$ cat src/rtl/pbs_turn_ctrl.sv
// Turn sequencer for the Pokemon battle datapath: player-then-AI attack order, KO detection.
// Optional selection timeout is compiled in with `define PBS_TURN_TIMEOUT_EN.
module pbs_turn_ctrl #(
    parameter int CALC_CYC    = 3,
    parameter int APPLY_CYC   = 2,
    parameter int TIMEOUT_CYC = 1000
) (
    input  logic       clk,
    input  logic       rst,
    input  logic       start,
    input  logic [1:0] move_sel,
    input  logic       confirm,
    input  logic [3:0] p_hp,
    input  logic [3:0] AI_hp,
    output logic [1:0] p_move,
    output logic       target,
    output logic       actr,
    output logic       calc_dmg,
    output logic       app_dmg,
    output logic       busy,
    output logic       game_over,
    output logic       winner,
    output logic [7:0] turn_count,
    output logic       timed_out
);

    typedef enum logic [3:0] {
        IDLE, P_SELECT, P_CALC, P_APPLY, P_CHECK,
        AI_CALC, AI_APPLY, AI_CHECK, GAME_OVER
    } state_t;

    localparam int MAX_CYC = (CALC_CYC > APPLY_CYC) ? CALC_CYC : APPLY_CYC;
    localparam int CNT_W   = (MAX_CYC > 1) ? $clog2(MAX_CYC + 1) : 1;
    localparam logic [CNT_W-1:0] CALC_LOAD  = CNT_W'(CALC_CYC - 1);
    localparam logic [CNT_W-1:0] APPLY_LOAD = CNT_W'(APPLY_CYC - 1);

    state_t           state, state_nxt;
    logic [CNT_W-1:0] cnt, cnt_nxt;
    logic             armed, armed_nxt;
    logic             confirm_q;
    logic [1:0]       p_move_nxt;
    logic             target_nxt, actr_nxt, winner_nxt, timed_out_nxt;
    logic [7:0]       turn_count_nxt;
    logic             timeout_hit;

`ifdef PBS_TURN_TIMEOUT_EN
    logic [15:0] tmo_cnt;

    // Counts cycles spent in P_SELECT; reads 0 on the first cycle after entry.
    always_ff @(posedge clk) begin
        if (!rst || state != P_SELECT) tmo_cnt <= '0;
        else                           tmo_cnt <= tmo_cnt + 16'd1;
    end

    assign timeout_hit = (state == P_SELECT) && (tmo_cnt == 16'(TIMEOUT_CYC - 1));
`else
    logic unused_tmo;
    assign unused_tmo  = ^TIMEOUT_CYC;
    assign timeout_hit = 1'b0;
`endif

    // NOTE: every variable gets a default first so no path through the case infers a latch.
    always_comb begin
        state_nxt      = state;
        cnt_nxt        = (cnt != '0) ? cnt - 1'b1 : cnt;
        armed_nxt      = armed;
        p_move_nxt     = p_move;
        target_nxt     = target;
        actr_nxt       = actr;
        winner_nxt     = winner;
        turn_count_nxt = turn_count;
        timed_out_nxt  = 1'b0;

        case (state)
            IDLE: begin
                if (start) begin
                    if (p_hp == 4'd0 || AI_hp == 4'd0) begin
                        state_nxt  = GAME_OVER;
                        winner_nxt = (p_hp == 4'd0);
                    end else begin
                        state_nxt = P_SELECT;
                    end
                end
            end
            P_SELECT: begin
                if (!confirm_q) armed_nxt = 1'b1;
                // An accepted confirm beats a timeout landing in the same cycle.
                if (armed && confirm_q) begin
                    p_move_nxt = move_sel;
                    armed_nxt  = 1'b0;
                    state_nxt  = P_CALC;
                end else if (timeout_hit) begin
                    p_move_nxt    = 2'b00;
                    timed_out_nxt = 1'b1;
                    state_nxt     = P_CALC;
                end
            end
            P_CALC:   if (cnt == '0) state_nxt = P_APPLY;
            P_APPLY:  if (cnt == '0) state_nxt = P_CHECK;
            P_CHECK: begin
                if (AI_hp == 4'd0) begin
                    state_nxt  = GAME_OVER;
                    winner_nxt = 1'b0;
                end else begin
                    state_nxt = AI_CALC;
                end
            end
            AI_CALC:  if (cnt == '0) state_nxt = AI_APPLY;
            AI_APPLY: if (cnt == '0) state_nxt = AI_CHECK;
            AI_CHECK: begin
                if (p_hp == 4'd0) begin
                    state_nxt  = GAME_OVER;
                    winner_nxt = 1'b1;
                end else begin
                    state_nxt = P_SELECT;
                    if (turn_count != 8'hFF) turn_count_nxt = turn_count + 8'd1;
                end
            end
            GAME_OVER: state_nxt = GAME_OVER;
            default:   state_nxt = IDLE;
        endcase

        // Entry actions: reload the phase counter and switch roles only when a phase begins.
        if (state_nxt != state) begin
            case (state_nxt)
                P_CALC:   begin cnt_nxt = CALC_LOAD;  target_nxt = 1'b1; actr_nxt = 1'b0; end
                AI_CALC:  begin cnt_nxt = CALC_LOAD;  target_nxt = 1'b0; actr_nxt = 1'b1; end
                P_APPLY,
                AI_APPLY: cnt_nxt = APPLY_LOAD;
                default:  cnt_nxt = '0;
            endcase
        end
    end

    // NOTE: sequential state uses non-blocking assignments so all registers update together.
    always_ff @(posedge clk) begin
        if (!rst) begin
            state      <= IDLE;
            cnt        <= '0;
            armed      <= 1'b0;
            confirm_q  <= 1'b0;
            p_move     <= 2'b00;
            target     <= 1'b0;
            actr       <= 1'b0;
            calc_dmg   <= 1'b0;
            app_dmg    <= 1'b0;
            busy       <= 1'b0;
            game_over  <= 1'b0;
            winner     <= 1'b0;
            turn_count <= 8'd0;
            timed_out  <= 1'b0;
        end else begin
            state      <= state_nxt;
            cnt        <= cnt_nxt;
            armed      <= armed_nxt;
            confirm_q  <= confirm;
            p_move     <= p_move_nxt;
            target     <= target_nxt;
            actr       <= actr_nxt;
            calc_dmg   <= (state_nxt == P_CALC)  || (state_nxt == AI_CALC);
            app_dmg    <= (state_nxt == P_APPLY) || (state_nxt == AI_APPLY);
            busy       <= !(state_nxt inside {IDLE, P_SELECT, GAME_OVER});
            game_over  <= (state_nxt == GAME_OVER);
            winner     <= winner_nxt;
            turn_count <= turn_count_nxt;
            timed_out  <= timed_out_nxt;
        end
    end

endmodule

$ cat config.mk
export PLATFORM = sky130hd
export DESIGN_NAME = pbs_turn_ctrl
export DESIGN_NICKNAME = d
export VERILOG_FILES = /design/src/rtl/pbs_turn_ctrl.sv
export SDC_FILE = /design/constraint.sdc
export NUM_CORES = 1
export LEC_CHECK = 0
export CAP_MARGIN = 20
export CORE_MARGIN = 10
export CORE_UTILIZATION = 50
export DETAILED_ROUTE_END_ITERATION = 12
export DONT_BUFFER_PORTS = 1
export PLACE_DENSITY = 0.71
export SLEW_MARGIN = 10
export SYNTH_ARGS = -nofsm -noshare
export SYNTH_HDL_FRONTEND = slang
export SYNTH_SLANG_ARGS = --single-unit
$ cat constraint.sdc
create_clock -name clk -period 2.9 [get_ports clk]
set_input_delay 0.435 -clock clk [delete_from_list [all_inputs] [get_ports clk]]
set_output_delay 0.435 -clock clk [all_outputs]
set_load 0.05 [all_outputs]
== After elaboration in Yosys (flattened, before gate mapping) ==
Index checks and enable logic that the tools add are counted.

* Add/sub/neg operators: 2
* Bitwise gates (word level): 1
* Reductions and logical operators: 22
* Equal/unequal tests: 21
* Mux-type cells: 22

{| class="wikitable"
|+ Operator list
! kind !! count
|-
| $mux W4 || 9
|-
| $pmux W4 S9 || 1
|-
| $eq A4 B3 Y1 const B || 6
|-
| $eq A4 B2 Y1 const B || 4
|-
| $logic_not A4 Y1 || 4
|-
| $add A8 B1 Y8 const B || 1
|-
| $eq A4 B1 Y1 const B || 2
|-
| $eq A4 B4 Y1 const B || 2
|-
| $ne A2 B2 Y1 const B || 4
|-
| $ne A8 B8 Y1 const B || 1
|-
| $mux W1 || 6
|-
| $reduce_and A2 Y1 || 3
|-
| $reduce_bool A2 Y1 || 3
|-
| $reduce_bool A3 Y1 || 2
|-
| $reduce_and A5 Y1 || 1
|-
| $mux W2 || 2
|-
| $ne A4 B4 Y1 || 1
|-
| $pmux W1 S2 || 2
|-
| $pmux W2 S2 || 1
|-
| $reduce_or A2 Y1 || 2
|-
| $logic_or A1 B1 Y1 || 3
|-
| $pmux W1 S3 || 1
|-
| $reduce_and A3 Y1 || 1
|-
| $logic_not A2 Y1 || 1
|-
| other kinds (5) || 5
|}

* Flip-flop bits (word level): 25
* Input bits: 14
* Word-level logic and storage cells: 81
* Output and inout bits: 18

== Longest topological paths before layout ==
Gate-level depths: netlist of the first run.

* Depth after elaboration: 9
* Depth in mapped cells: 9
* Mapped depth without buffers: 8

== Worst setup path before layout of the first run ==
No wires, ideal clock.

* Path type: register to register
* From: register cnt[0]
* To: register actr
* Setup time: 117 ps
* Stages on the path, launching flop included: 9
* Buffers on the path: 1
* Data required time: 2,783 ps
* Arrival: 2,243 ps
* Setup slack: 540 ps
* Cells stage by stage: dfxtp_1 -> inv_1 -> ha_1 -> buf_6 -> mux2_2 -> a211o_2 -> or4_4 -> a21o_1 -> a22o_2

* Cells in the longest elaborated chain, start to end: 6
* Elaborated cells on any way between the ends: 12
* Classes of those cells: eq/ne (3); mux (6); reduce/logical (3)

{| class="wikitable"
|+ Ends and longest elaborated chain
! what !! RTL line !! RTL
|-
| from (decl) || 38 || <nowiki>logic [CNT_W-1:0] cnt, cnt_nxt;</nowiki>
|-
| from (signal assigned) || 154 || <nowiki>cnt <= cnt_nxt;</nowiki>
|-
| $logic_not A2 Y1 (*) || n/a ||
|-
| $mux W4 (on tied branches) || n/a ||
|-
| $pmux W4 S9 (*) || 74 || <nowiki>case (state)</nowiki>
|-
| $eq A4 B2 Y1 / $eq A4 B3 Y1 (equally long branches) || 125 || <nowiki>case (state_nxt)</nowiki>
|-
| $reduce_bool A2 Y1 (no line) || n/a ||
|-
| $reduce_and A2 Y1 (no line) || n/a ||
|-
| to (signal assigned) || 159 || <nowiki>actr <= actr_nxt;</nowiki>
|-
| to (decl) || 17 || <nowiki>output logic actr,</nowiki>
|}

Every way passes the cells marked *; elsewhere a longest branch is shown, timed or not.
A chain may end at the register's enable or synchronous reset.

== Worst setup path in the final report of the first run ==
Ends and elaborated chain as after synthesis.

==> flow_results.xml, run 1 <==
<?xml version="1.0" encoding="UTF-8"?>
<metrics>
  <group name="power_and_ir_drop">
    <metric name="power.switching_fraction" unit="%">31.4</metric>
    <metric name="largest_voltage_drop_on_the_vdd_net" unit="mV">0.361</metric>
    <metric name="power.density_cell_area" unit="nW/um^2">521</metric>
    <metric name="power.net_switching" unit="W">0.000220</metric>
    <metric name="p_comb_share" unit="%">23.1</metric>
    <metric name="internal-power" unit="W">0.000481</metric>
    <metric name="clkPwrFrac" unit="%">20.8</metric>
    <metric name="pwr-share-seq" unit="%">56.1</metric>
    <metric name="static-leakage-power" unit="nW">0.499</metric>
  </group>
  <group name="sta">
    <metric name="worst_clock_skew" unit="ns">0.00308</metric>
    <metric name="rsz_0062_raised_after_global_routing" unit="">no</metric>
    <metric name="fin_tns_setup" unit="ns">0</metric>
    <metric name="timing.final.ws_setup" unit="ns">0.315</metric>
    <metric name="final-max-slew-violation-count" unit="">0</metric>
    <metric name="period_share" unit="%">89.1</metric>
    <metric name="clock.fmax" unit="MHz">387</metric>
    <metric name="timing_worst_slew_pin_value" unit="ns">0.661</metric>
    <metric name="hold_violations" unit="">0</metric>
    <metric name="finalCriticalPeriod" unit="ns">2.58</metric>
    <metric name="finalSetupViolCount" unit="">0</metric>
    <metric name="tightest_slew_margin_relative_to_the_limit" unit="%">55.6</metric>
    <metric name="whs" unit="ns">0.248</metric>
  </group>
  <group name="clocking">
    <metric name="numCtsBuffers" unit="">3</metric>
    <metric name="clk-insertion-delay-late" unit="ns">0.30</metric>
    <metric name="cts_setup_buffers" unit="">0</metric>
    <metric name="clock_path_buffers" unit="">2</metric>
    <metric name="cts.reportedPaths.clkPinSlew" unit="ns">0.13</metric>
    <metric name="tritoncts" unit="">built</metric>
    <metric name="ctsResizeCount" unit="">0</metric>
    <metric name="cts_htree_levels" unit="">1</metric>
    <metric name="tritoncts_num_sinks" unit="">25</metric>
    <metric name="holdBufCountCts" unit="">0</metric>
    <metric name="clockRootBuffer" unit="">sky130_fd_sc_hd__clkbuf_4</metric>
  </group>
  <group name="critical_path">
    <metric name="endpoint_kind" unit="">register</metric>
    <metric name="required" unit="ns">3.11</metric>
    <metric name="worst-setup-path-type" unit="">reg2reg</metric>
    <metric name="critical_path.cell_chain" unit="">inv_1 -&gt; ha_1 -&gt; mux2_2 -&gt; a211o_2 -&gt; or4_4 -&gt; a21o_1 -&gt; a22o_2</metric>
    <metric name="critical-path-slowest-cell" unit="">sky130_fd_sc_hd__or4_4</metric>
    <metric name="cpLargestDelayFamily" unit="">compound AO/OA/AOI/OAI gates</metric>
    <metric name="worstPathMaxFanout" unit="">9</metric>
    <metric name="timing.critical_path.arrival" unit="ns">2.79</metric>
    <metric name="critPathBufInv" unit="">1</metric>
    <metric name="timing.critical_path.from_type" unit="">register</metric>
    <metric name="crit_path_max_incr_delay" unit="ns">0.52</metric>
  </group>
  <group name="final_layout">
    <metric name="finalCoreUtilization" unit="%">53.8</metric>
    <metric name="final_common_cell" unit="">sky130_fd_sc_hd__dfxtp_1</metric>
    <metric name="final_area" unit="sq um">1350</metric>
    <metric name="final_layout_size_suffix_gt1_share" unit="%">10.7</metric>
    <metric name="final_cell_mix" unit="">sky130_fd_sc_hd__dfxtp_1 (25), sky130_fd_sc_hd__nor2_1 (19), sky130_fd_sc_hd__a21oi_1 (12), sky130_fd_sc_hd__nand2_1 (7), sky130_fd_sc_hd__o21ai_0 (7)</metric>
    <metric name="area_added_between_synthesis_and_finish" unit="%">2.38</metric>
    <metric name="design.final.nets" unit="">167</metric>
    <metric name="n_antenna_cell" unit="">0</metric>
  </group>
  <group name="yosys">
    <metric name="sequential_share_of_the_synthesized_area" unit="%">38.1</metric>
    <metric name="synth.top_cells.by_area" unit="">sky130_fd_sc_hd__dfxtp_1 (38%), sky130_fd_sc_hd__nor2_1 (5.4%), sky130_fd_sc_hd__a21oi_1 (4.6%)</metric>
    <metric name="synth_edf_count" unit="">0</metric>
    <metric name="synth_top_cell_by_area" unit="">sky130_fd_sc_hd__dfxtp_1</metric>
    <metric name="synth_async_sr_flop_share" unit="%">0</metric>
    <metric name="mappedNetlistNets" unit="">169</metric>
    <metric name="dominantRegCellSynth" unit="">sky130_fd_sc_hd__dfxtp_1</metric>
    <metric name="mappedNetlistArea" unit="sq um">1310</metric>
    <metric name="synth_top_area_share" unit="%">38.1</metric>
    <metric name="ys_warn_count" unit="">0</metric>
    <metric name="syn_avg_cell_area" unit="sq um">8.59</metric>
    <metric name="synth.distinct_cells" unit="">49</metric>
    <metric name="postSynthRegisterBits" unit="">25</metric>
    <metric name="post_synth_inst_count" unit="">153</metric>
  </group>
  <group name="floorplanning">
    <metric name="coreArea" unit="sq um">2500</metric>
    <metric name="ioPinCount" unit="">32</metric>
    <metric name="die-area" unit="sq um">5080</metric>
    <metric name="fp-row-count" unit="">18</metric>
    <metric name="die_h" unit="um">71.3</metric>
    <metric name="die-width" unit="um">71.3</metric>
    <metric name="start_util" unit="%">52.6</metric>
  </group>
  <group name="flow_run">
    <metric name="maxCapViolations" unit="">0</metric>
  </group>
  <group name="place">
    <metric name="placed_area" unit="sq um">1320</metric>
    <metric name="gp_congestion" unit="">0.941</metric>
    <metric name="place.port_buffers" unit="">0</metric>
    <metric name="place.detailed.hpwl" unit="mm">2.31</metric>
    <metric name="detailedPlace.worstSlack" unit="ns">0.329</metric>
  </group>
  <group name="status">
    <metric name="status" unit="">complete, no violations</metric>
  </group>
  <group name="drt">
    <metric name="route.detailed.vias_per_inst" unit="">6.28</metric>
    <metric name="route.detailed.wl_per_inst" unit="um">16.7</metric>
    <metric name="detail_route.iter0.violations" unit="">75</metric>
    <metric name="post-route-drc-count" unit="">0</metric>
    <metric name="wl" unit="mm">3.01</metric>
    <metric name="drt_first_pass_iters" unit="">5</metric>
    <metric name="route.antenna.remaining_nets" unit="">0</metric>
    <metric name="overall_via_count_from_detail_route" unit="">1131</metric>
  </group>
  <group name="global_routing">
    <metric name="first_global_vias" unit="">1094</metric>
    <metric name="grtUsageTotal" unit="%">11.3</metric>
    <metric name="first_pass_grt_wire_length" unit="mm">4.92</metric>
    <metric name="grt_max_degree" unit="">20</metric>
    <metric name="globalRouteOverflowTotal" unit="">0</metric>
    <metric name="grt_antenna_before_repair" unit="">0</metric>
  </group>
  <group name="worst_hold_path">
    <metric name="min-delay-path-class" unit="">in2reg</metric>
  </group>
</metrics>
-- path summary, 6_finish.rpt --
path                              from                  end  slack (ns)  cells after the start
setup reg to reg   cnt[0]$_SDFFE_PN0P_    actr$_SDFFE_PN0P_        0.32                      7
hold reg to reg   confirm_q$_SDFF_PN0_   armed$_SDFFE_PN0P_        0.51                      1
setup / recovery   cnt[0]$_SDFFE_PN0P_    actr$_SDFFE_PN0P_        0.32                      7
hold / removal                     rst  winner$_SDFFE_PN0P_        0.25                      1
-- worst register-to-register path: cells and delay by family (launching register included) --
kind                       cells  cell delay [ns]
DFF                            1             0.34
and+or+nand+nor                1             0.52
buffers and inverters          1             0.06
adders and majority gates      1             0.34
AOI/OAI and AO/OA              3             0.84
muxes                          1             0.40
-- Yosys cell counts, types with 3 or more instances --
| cell type | count |
|---|---|
| sky130_fd_sc_hd__nand2b_1 | 3 |
| sky130_fd_sc_hd__a21oi_1 | 12 |
| sky130_fd_sc_hd__a211oi_1 | 5 |
| sky130_fd_sc_hd__nand4_1 | 4 |
| sky130_fd_sc_hd__buf_2 | 3 |
| sky130_fd_sc_hd__nor2b_1 | 3 |
| sky130_fd_sc_hd__o21ai_0 | 7 |
| sky130_fd_sc_hd__nand2_1 | 7 |
| sky130_fd_sc_hd__nor4_1 | 3 |
| sky130_fd_sc_hd__clkbuf_1 | 3 |
| sky130_fd_sc_hd__dfxtp_1 | 25 |
| sky130_fd_sc_hd__inv_1 | 6 |
| sky130_fd_sc_hd__xor2_1 | 4 |
| sky130_fd_sc_hd__mux2i_1 | 3 |
| sky130_fd_sc_hd__nor2_1 | 19 |
| sky130_fd_sc_hd__and3_1 | 4 |
-- flip-flops by register name, summed over array words and instances (netlist names), 2 cells and up --
| signal | cells |
|---|---|
| cnt | 2 |
| p_move | 2 |
| state | 4 |
| turn_count | 8 |
-- area by class of cell --
type                    count  area (sq um)
fillers                   233          1150
repair buffers              2          15.0
multi-input cells         113           742
well taps                  30          37.5
clock buffers               3          22.5
clock inverters             1          5.00
inverters                   6          22.5
flip-flops and latches     25           500
-- per-stage QoR --
step / instances / power, W
floorplan: 153 / 0.000554
global route: 180 / 0.000747
CTS: 180 / 0.000704
detailed placement: 176 / 0.000562
finish: 180 / 0.000701
global placement: 176 / 0.000554
-- metal layers --
metal / part of all wire [%] / GRT usage [%]
met5: 0 / 0
met4: 1.7 / 3.87
met3: 8.9 / 3.72
met2: 51 / 19.3
met1: 38 / 12.7
-- cell families after synthesis --
| group | count (synthesis) | share of synthesized area, % |
|---|---|---|
| xor+xnor | 6 | 4.00 |
| simple gates | 57 | 23.7 |
| flops | 25 | 38.1 |
| other cells | 1 | 0.285 |
| mux | 4 | 3.14 |
| compound gates | 43 | 23.4 |
| buf+inv | 15 | 5.43 |
| fa+ha+maj | 2 | 1.90 |
-- power groups by stage --
stage          Clock (W)  Combinational [W]  Sequential, W
5_1_grt         0.000168           0.000183       0.000397
2_1_floorplan          0           0.000163       0.000391
3_5_place_dp           0           0.000161       0.000401
4_1_cts         0.000150           0.000162       0.000393
6_report        0.000146           0.000162       0.000393
3_3_place_gp           0           0.000155       0.000399
Power figures use the tool's default switching activity.
==> run 2, diff against run 1 <==
--- a/config.mk
+++ b/config.mk
@@ -6,11 +6,14 @@
 export NUM_CORES = 1
 export LEC_CHECK = 0
 export CAP_MARGIN = 20
+export CORE_ASPECT_RATIO = 1.5
 export CORE_MARGIN = 10
 export CORE_UTILIZATION = 50
+export CTS_BUF_LIST = sky130_fd_sc_hd__clkbuf_8
 export DETAILED_ROUTE_END_ITERATION = 12
 export DONT_BUFFER_PORTS = 1
 export PLACE_DENSITY = 0.71
+export SKIP_LAST_GASP = 1
 export SLEW_MARGIN = 10
 export SYNTH_ARGS = -nofsm -noshare
 export SYNTH_HDL_FRONTEND = slang
==> run 2 against run 1 <==
Net effect:
- first-iteration DRC count down 21%
- clock skew increased by 0.0024 ns
- clock power increased by 38%
- fmax rose by 0.70%
- via count down 1.9%
- largest cell class unchanged
- highest routed layer unchanged
==> flow_results.xml, run 2 (synthesis gave the netlist of run 1 again) <==
<?xml version="1.0" encoding="UTF-8"?>
<metrics>
  <group name="sta">
    <metric name="timing_worst_slew_pin_value" unit="ns">0.676</metric>
    <metric name="rsz_0062_raised_after_global_routing" unit="">no</metric>
    <metric name="worst_clock_skew" unit="ns">0.00546</metric>
    <metric name="finalSetupViolCount" unit="">0</metric>
    <metric name="clock.fmax" unit="MHz">390</metric>
    <metric name="tightest_slew_margin_relative_to_the_limit" unit="%">54.9</metric>
    <metric name="finalCriticalPeriod" unit="ns">2.57</metric>
    <metric name="fin_tns_setup" unit="ns">0</metric>
    <metric name="whs" unit="ns">0.287</metric>
    <metric name="final-max-slew-violation-count" unit="">0</metric>
    <metric name="hold_violations" unit="">0</metric>
    <metric name="period_share" unit="%">88.5</metric>
  </group>
  <group name="clocking">
    <metric name="holdBufCountCts" unit="">0</metric>
    <metric name="ctsResizeCount" unit="">0</metric>
    <metric name="tritoncts_num_sinks" unit="">25</metric>
    <metric name="clk-insertion-delay-late" unit="ns">0.27</metric>
    <metric name="cts_setup_buffers" unit="">0</metric>
    <metric name="clockRootBuffer" unit="">sky130_fd_sc_hd__clkbuf_8</metric>
    <metric name="tritoncts" unit="">built</metric>
    <metric name="cts.reportedPaths.clkPinSlew" unit="ns">0.09</metric>
    <metric name="clock_path_buffers" unit="">2</metric>
    <metric name="numCtsBuffers" unit="">3</metric>
    <metric name="cts_htree_levels" unit="">1</metric>
  </group>
  <group name="final_layout">
    <metric name="registers.top_by_ff_count" unit="">turn_count</metric>
    <metric name="final_layout_size_suffix_gt1_share" unit="%">9.40</metric>
    <metric name="finalCoreUtilization" unit="%">54.4</metric>
    <metric name="final_cell_mix" unit="">sky130_fd_sc_hd__dfxtp_1 (25), sky130_fd_sc_hd__nor2_1 (19), sky130_fd_sc_hd__a21oi_1 (12)</metric>
    <metric name="n_antenna_cell" unit="">0</metric>
    <metric name="area_added_between_synthesis_and_finish" unit="%">2.57</metric>
    <metric name="biggestRegsByFlops" unit="">turn_count x8, state x4</metric>
    <metric name="final_common_cell" unit="">sky130_fd_sc_hd__dfxtp_1</metric>
    <metric name="instances_no_fill" unit="">173</metric>
    <metric name="max_reg_flops" unit="">8</metric>
    <metric name="final_area" unit="sq um">1350</metric>
    <metric name="design.final.nets" unit="">166</metric>
  </group>
  <group name="critical_path">
    <metric name="timing.critical_path.from_type" unit="">register</metric>
    <metric name="required" unit="ns">3.07</metric>
    <metric name="timing.critical_path.arrival" unit="ns">2.73</metric>
    <metric name="crit_path_max_incr_delay" unit="ns">0.52</metric>
    <metric name="critical-path-slowest-cell" unit="">sky130_fd_sc_hd__or4_4</metric>
    <metric name="critPathBufInv" unit="">1</metric>
    <metric name="worstPathMaxFanout" unit="">9</metric>
    <metric name="worst-setup-path-type" unit="">reg2reg</metric>
    <metric name="critical_path.cell_chain" unit="">inv_1 -&gt; ha_1 -&gt; mux2_2 -&gt; a211o_2 -&gt; or4_4 -&gt; a21o_1 -&gt; a22o_2</metric>
    <metric name="cpLargestDelayFamily" unit="">compound AO/OA/AOI/OAI gates</metric>
    <metric name="endpoint_kind" unit="">register</metric>
    <metric name="setup.reg_to_reg.worst_slack" unit="ns">0.33</metric>
  </group>
  <group name="drt">
    <metric name="detail_route.iter0.violations" unit="">59</metric>
    <metric name="route.antenna.remaining_nets" unit="">0</metric>
    <metric name="overall_via_count_from_detail_route" unit="">1110</metric>
    <metric name="drt_first_pass_iters" unit="">4</metric>
    <metric name="wl" unit="mm">2.98</metric>
    <metric name="route.detailed.wl_per_inst" unit="um">17.2</metric>
    <metric name="route.detailed.vias_per_inst" unit="">6.42</metric>
    <metric name="post-route-drc-count" unit="">0</metric>
  </group>
  <group name="status">
    <metric name="status" unit="">complete, no violations</metric>
  </group>
  <group name="floorplanning">
    <metric name="fp-row-count" unit="">22</metric>
    <metric name="die_h" unit="um">82.8</metric>
    <metric name="start_util" unit="%">53.0</metric>
    <metric name="ioPinCount" unit="">32</metric>
    <metric name="die-width" unit="um">61.9</metric>
    <metric name="die-area" unit="sq um">5120</metric>
    <metric name="coreArea" unit="sq um">2480</metric>
  </group>
  <group name="global_routing">
    <metric name="grtUsageTotal" unit="%">11.9</metric>
    <metric name="globalRouteOverflowTotal" unit="">0</metric>
    <metric name="grt_antenna_before_repair" unit="">0</metric>
    <metric name="first_global_vias" unit="">1088</metric>
    <metric name="first_pass_grt_wire_length" unit="mm">4.73</metric>
    <metric name="grt_max_degree" unit="">21</metric>
  </group>
  <group name="place">
    <metric name="placed_area" unit="sq um">1300</metric>
    <metric name="gp_congestion" unit="">0.898</metric>
    <metric name="place.detailed.hpwl" unit="mm">2.33</metric>
    <metric name="placedCellCount" unit="">169</metric>
    <metric name="place.port_buffers" unit="">0</metric>
  </group>
  <group name="power_and_ir_drop">
    <metric name="power.density_cell_area" unit="nW/um^2">559</metric>
    <metric name="static-leakage-power" unit="nW">0.504</metric>
    <metric name="largest_voltage_drop_on_the_vdd_net" unit="mV">0.289</metric>
  </group>
  <group name="flow_run">
    <metric name="maxCapViolations" unit="">0</metric>
  </group>
  <group name="worst_hold_path">
    <metric name="min-delay-path-class" unit="">in2reg</metric>
  </group>
</metrics>
## run 2: metal layers
metal	wire length, um	share of wire [%]	up-vias	global-route usage (%)
met5	0	0	-	0
met4	55	1.8	0	5.38
met3	282	9.5	6	4.12
met2	1520	51	33	20.8
met1	1120	38	523	12.3
li1	-	-	548	-
## run 2: per-stage QoR
stage	worst slack (ns)	power, W
2_1_floorplan	0.540	0.000554
3_3_place_gp	0.423	0.000550
3_5_place_dp	0.341	0.000560
4_1_cts	0.329	0.000754
5_1_grt	0.221	0.000791
6_report	0.333	0.000753
## run 2: area by class of cell
type | instances | area, sq um
multi-input cells | 113 | 742
clock inverters | 1 | 3.75
fillers | 239 | 1130
clock buffers | 3 | 41.3
flip-flops and latches | 25 | 500
inverters | 6 | 22.5
well taps | 24 | 30.0
repair buffers | 1 | 7.51
## run 2: report_power, final
| group | internal (W) | switching [W] |
|---|---|---|
| Combinational | 0.0000657 | 0.0000936 |
| Clock | 0.0000948 | 0.000106 |
| Sequential | 0.000363 | 0.0000292 |
## run 2: worst paths after layout
kind,startpoint,to,cells after the start
min reg2reg,confirm_q$_SDFF_PN0_,armed$_SDFFE_PN0P_,1
min,rst,winner$_SDFFE_PN0P_,1
max,cnt[0]$_SDFFE_PN0P_,actr$_SDFFE_PN0P_,7
max reg2reg,cnt[0]$_SDFFE_PN0P_,actr$_SDFFE_PN0P_,7
## run 2: worst reg2reg max path, delay by kind of cell (launching register included)
kind                     cells  cell delay (ns)
multiplexers                 1             0.41
adder cells (fa/ha/maj)      1             0.34
AO/OA/AOI/OAI                3             0.81
AND/OR/NAND/NOR              1             0.52
buffers and inverters        1             0.05
flip-flops                   1             0.33
==> run 3, diff against run 2 <==
--- a/config.mk
+++ b/config.mk
@@ -8,11 +8,11 @@
 export CAP_MARGIN = 20
 export CORE_ASPECT_RATIO = 1.5
 export CORE_MARGIN = 10
-export CORE_UTILIZATION = 50
+export CORE_UTILIZATION = 55
 export CTS_BUF_LIST = sky130_fd_sc_hd__clkbuf_8
 export DETAILED_ROUTE_END_ITERATION = 12
 export DONT_BUFFER_PORTS = 1
-export PLACE_DENSITY = 0.71
+export PLACE_DENSITY = 0.76
 export SKIP_LAST_GASP = 1
 export SLEW_MARGIN = 10
 export SYNTH_ARGS = -nofsm -noshare
==> run 3 against run 2 <==
Net effect:
- clock-buffer cell count unchanged
- global-route usage increased by 0.97 points
- via count about the same
- non-clock buffer count unchanged
- highest routed layer unchanged
- core utilization increased by 5.2 points
- worst hold slack got worse by 0.0026 ns
- largest cell class unchanged
- flip-flop and latch count unchanged
- critical path type unchanged
- register-to-register slack got worse by 0.02 ns
==> flow_results.xml, run 3 (synthesis gave the netlist of run 1 again) <==
<?xml version="1.0" encoding="UTF-8"?>
<metrics>
  <group name="status">
    <metric name="status" unit="">complete, no violations</metric>
  </group>
  <group name="global_routing">
    <metric name="grt_max_degree" unit="">21</metric>
    <metric name="grt_antenna_before_repair" unit="">0</metric>
    <metric name="first_global_vias" unit="">1112</metric>
    <metric name="busiest_layer" unit="">met2</metric>
    <metric name="global_route.usage.met2" unit="%">21.9</metric>
    <metric name="first_pass_grt_wire_length" unit="mm">4.97</metric>
    <metric name="grtUsageMet1" unit="%">12.8</metric>
    <metric name="globalRouteOverflowTotal" unit="">0</metric>
    <metric name="grtUsageMet3" unit="%">5.73</metric>
    <metric name="grtUsageTotal" unit="%">12.9</metric>
  </group>
  <group name="flow_run">
    <metric name="maxCapViolations" unit="">0</metric>
  </group>
  <group name="sta">
    <metric name="period_share" unit="%">89.1</metric>
    <metric name="clock.fmax" unit="MHz">387</metric>
    <metric name="rsz_0062_raised_after_global_routing" unit="">no</metric>
    <metric name="worst_clock_skew" unit="ns">0.00378</metric>
    <metric name="timing_worst_slew_pin_value" unit="ns">0.702</metric>
    <metric name="finalCriticalPeriod" unit="ns">2.58</metric>
    <metric name="hold_violations" unit="">0</metric>
    <metric name="final-max-slew-violation-count" unit="">0</metric>
    <metric name="tightest_slew_margin_relative_to_the_limit" unit="%">52.8</metric>
    <metric name="finalSetupViolCount" unit="">0</metric>
    <metric name="fin_tns_setup" unit="ns">0</metric>
  </group>
  <group name="clocking">
    <metric name="tritoncts_num_sinks" unit="">25</metric>
    <metric name="tritoncts" unit="">built</metric>
    <metric name="numCtsBuffers" unit="">3</metric>
    <metric name="holdBufCountCts" unit="">0</metric>
    <metric name="cts_setup_buffers" unit="">0</metric>
    <metric name="clk-insertion-delay-late" unit="ns">0.26</metric>
    <metric name="cts_htree_levels" unit="">1</metric>
    <metric name="clockRootBuffer" unit="">sky130_fd_sc_hd__clkbuf_8</metric>
    <metric name="ctsResizeCount" unit="">0</metric>
    <metric name="cts.reportedPaths.clkPinSlew" unit="ns">0.08</metric>
    <metric name="clock_path_buffers" unit="">2</metric>
  </group>
  <group name="drt">
    <metric name="overall_via_count_from_detail_route" unit="">1109</metric>
    <metric name="detail_route.iter0.violations" unit="">33</metric>
    <metric name="route.detailed.vias_per_inst" unit="">6.45</metric>
    <metric name="route.detailed.wl_per_inst" unit="um">17.3</metric>
    <metric name="drt_first_pass_iters" unit="">4</metric>
    <metric name="route.antenna.remaining_nets" unit="">0</metric>
    <metric name="post-route-drc-count" unit="">0</metric>
    <metric name="wl" unit="mm">2.97</metric>
  </group>
  <group name="final_layout">
    <metric name="biggestRegsByFlops" unit="">turn_count x8, state x4</metric>
    <metric name="registers.top_by_ff_count" unit="">turn_count</metric>
    <metric name="design.final.nets" unit="">166</metric>
    <metric name="instances_no_fill" unit="">172</metric>
    <metric name="final_area" unit="sq um">1350</metric>
    <metric name="finalCoreUtilization" unit="%">59.6</metric>
    <metric name="area_added_between_synthesis_and_finish" unit="%">2.48</metric>
    <metric name="final_cell_mix" unit="">sky130_fd_sc_hd__dfxtp_1 (25), sky130_fd_sc_hd__nor2_1 (19), sky130_fd_sc_hd__a21oi_1 (12)</metric>
    <metric name="final_common_cell" unit="">sky130_fd_sc_hd__dfxtp_1</metric>
    <metric name="n_antenna_cell" unit="">0</metric>
    <metric name="final.fill_count" unit="">200</metric>
    <metric name="final_layout_size_suffix_gt1_share" unit="%">9.40</metric>
    <metric name="max_reg_flops" unit="">8</metric>
  </group>
  <group name="power_and_ir_drop">
    <metric name="power.switching_fraction" unit="%">30.2</metric>
    <metric name="power.net_switching" unit="W">0.000227</metric>
    <metric name="pwr-share-seq" unit="%">52.5</metric>
    <metric name="largest_voltage_drop_on_the_vdd_net" unit="mV">0.351</metric>
    <metric name="power.density_cell_area" unit="nW/um^2">557</metric>
    <metric name="p_comb_share" unit="%">21.1</metric>
    <metric name="internal-power" unit="W">0.000524</metric>
    <metric name="clkPwrFrac" unit="%">26.5</metric>
    <metric name="static-leakage-power" unit="nW">0.504</metric>
  </group>
  <group name="worst_hold_path">
    <metric name="worst_hold_startpoint" unit="">rst</metric>
    <metric name="worst_hold_path.num_cells" unit="">1</metric>
    <metric name="min-delay-path-class" unit="">in2reg</metric>
    <metric name="hold_path_end" unit="">confirm_q$_SDFF_PN0_</metric>
  </group>
  <group name="critical_path">
    <metric name="worst-setup-path-type" unit="">reg2reg</metric>
    <metric name="r2r_cells" unit="">7</metric>
    <metric name="timing.critical_path.arrival" unit="ns">2.75</metric>
    <metric name="rr_startpoint" unit="">cnt[0]$_SDFFE_PN0P_</metric>
    <metric name="worstPathMaxFanout" unit="">9</metric>
    <metric name="startpoint" unit="">cnt[0]$_SDFFE_PN0P_</metric>
    <metric name="setup.reg_to_reg.worst_slack" unit="ns">0.32</metric>
    <metric name="timing.critical_path.from_type" unit="">register</metric>
    <metric name="rr_endpoint" unit="">actr$_SDFFE_PN0P_</metric>
    <metric name="required" unit="ns">3.06</metric>
    <metric name="endpoint_kind" unit="">register</metric>
  </group>
  <group name="floorplanning">
    <metric name="die_h" unit="um">79.9</metric>
    <metric name="coreArea" unit="sq um">2260</metric>
    <metric name="die-area" unit="sq um">4780</metric>
    <metric name="fp-row-count" unit="">21</metric>
    <metric name="ioPinCount" unit="">32</metric>
    <metric name="die-width" unit="um">59.9</metric>
    <metric name="start_util" unit="%">58.1</metric>
  </group>
  <group name="place">
    <metric name="placed_area" unit="sq um">1300</metric>
    <metric name="place.detailed.hpwl" unit="mm">2.31</metric>
    <metric name="gp_congestion" unit="">0.879</metric>
    <metric name="place.port_buffers" unit="">0</metric>
    <metric name="placedCellCount" unit="">168</metric>
  </group>
</metrics>
run 3: cell counts in the layout (fill, tap and decap cells not counted):
Identical to the previous run, type by type.
run 3: through the flow:
stage	hold slack (ns)	worst slack [ns]	total power (W)
floorplan	0.452	0.540	0.000554
global placement	0.472	0.424	0.000549
detailed placement	0.490	0.350	0.000559
CTS	0.285	0.335	0.000753
global route	0.287	0.258	0.000790
finish	0.284	0.316	0.000750
run 3: cell type report:
class | instances | area (sq um) | share of cell area (%)
timing repair buffer | 1 | 7.51 | 0.558
clock inverter | 1 | 3.75 | 0.279
sequential | 25 | 500 | 37.2
inverter | 6 | 22.5 | 1.67
multi-input combinational | 113 | 742 | 55.1
clock buffer | 3 | 41.3 | 3.07
tap | 23 | 28.8 | 2.14
run 3: worst max path at each step:
stage | to | slack, ns | cells past startpoint
after global routing | actr$_SDFFE_PN0P_ | 0.26 | 7
final | actr$_SDFFE_PN0P_ | 0.32 | 7
after detailed placement | actr$_SDFFE_PN0P_ | 0.35 | 7
after global placement | actr$_SDFFE_PN0P_ | 0.42 | 7
after CTS | actr$_SDFFE_PN0P_ | 0.34 | 7
after floorplan | actr$_SDFFE_PN0P_ | 0.54 | 8
run 3: per-layer routing:
layer	vias to the layer above	routed length, um
met5	-	0
met4	0	91
met3	7	306
met2	34	1520
met1	518	1050
li1	550	-
run 3: critical path, stage by stage (launching register included):
cell and delay [ns]:
sky130_fd_sc_hd__dfxtp_1 0.33, sky130_fd_sc_hd__inv_1 0.06, sky130_fd_sc_hd__ha_1 0.35, sky130_fd_sc_hd__mux2_2 0.40, sky130_fd_sc_hd__a211o_2 0.36, sky130_fd_sc_hd__or4_4 0.52
sky130_fd_sc_hd__a21o_1 0.24, sky130_fd_sc_hd__a22o_2 0.23
run 3: power by group through the flow:
stage	registers, W	clock network (W)	logic, W
final	0.000394	0.000198	0.000158
after CTS	0.000393	0.000202	0.000158
after floorplan	0.000391	0	0.000163
after global routing	0.000397	0.000214	0.000180
after detailed placement	0.000401	0	0.000158
after global placement	0.000399	0	0.000150
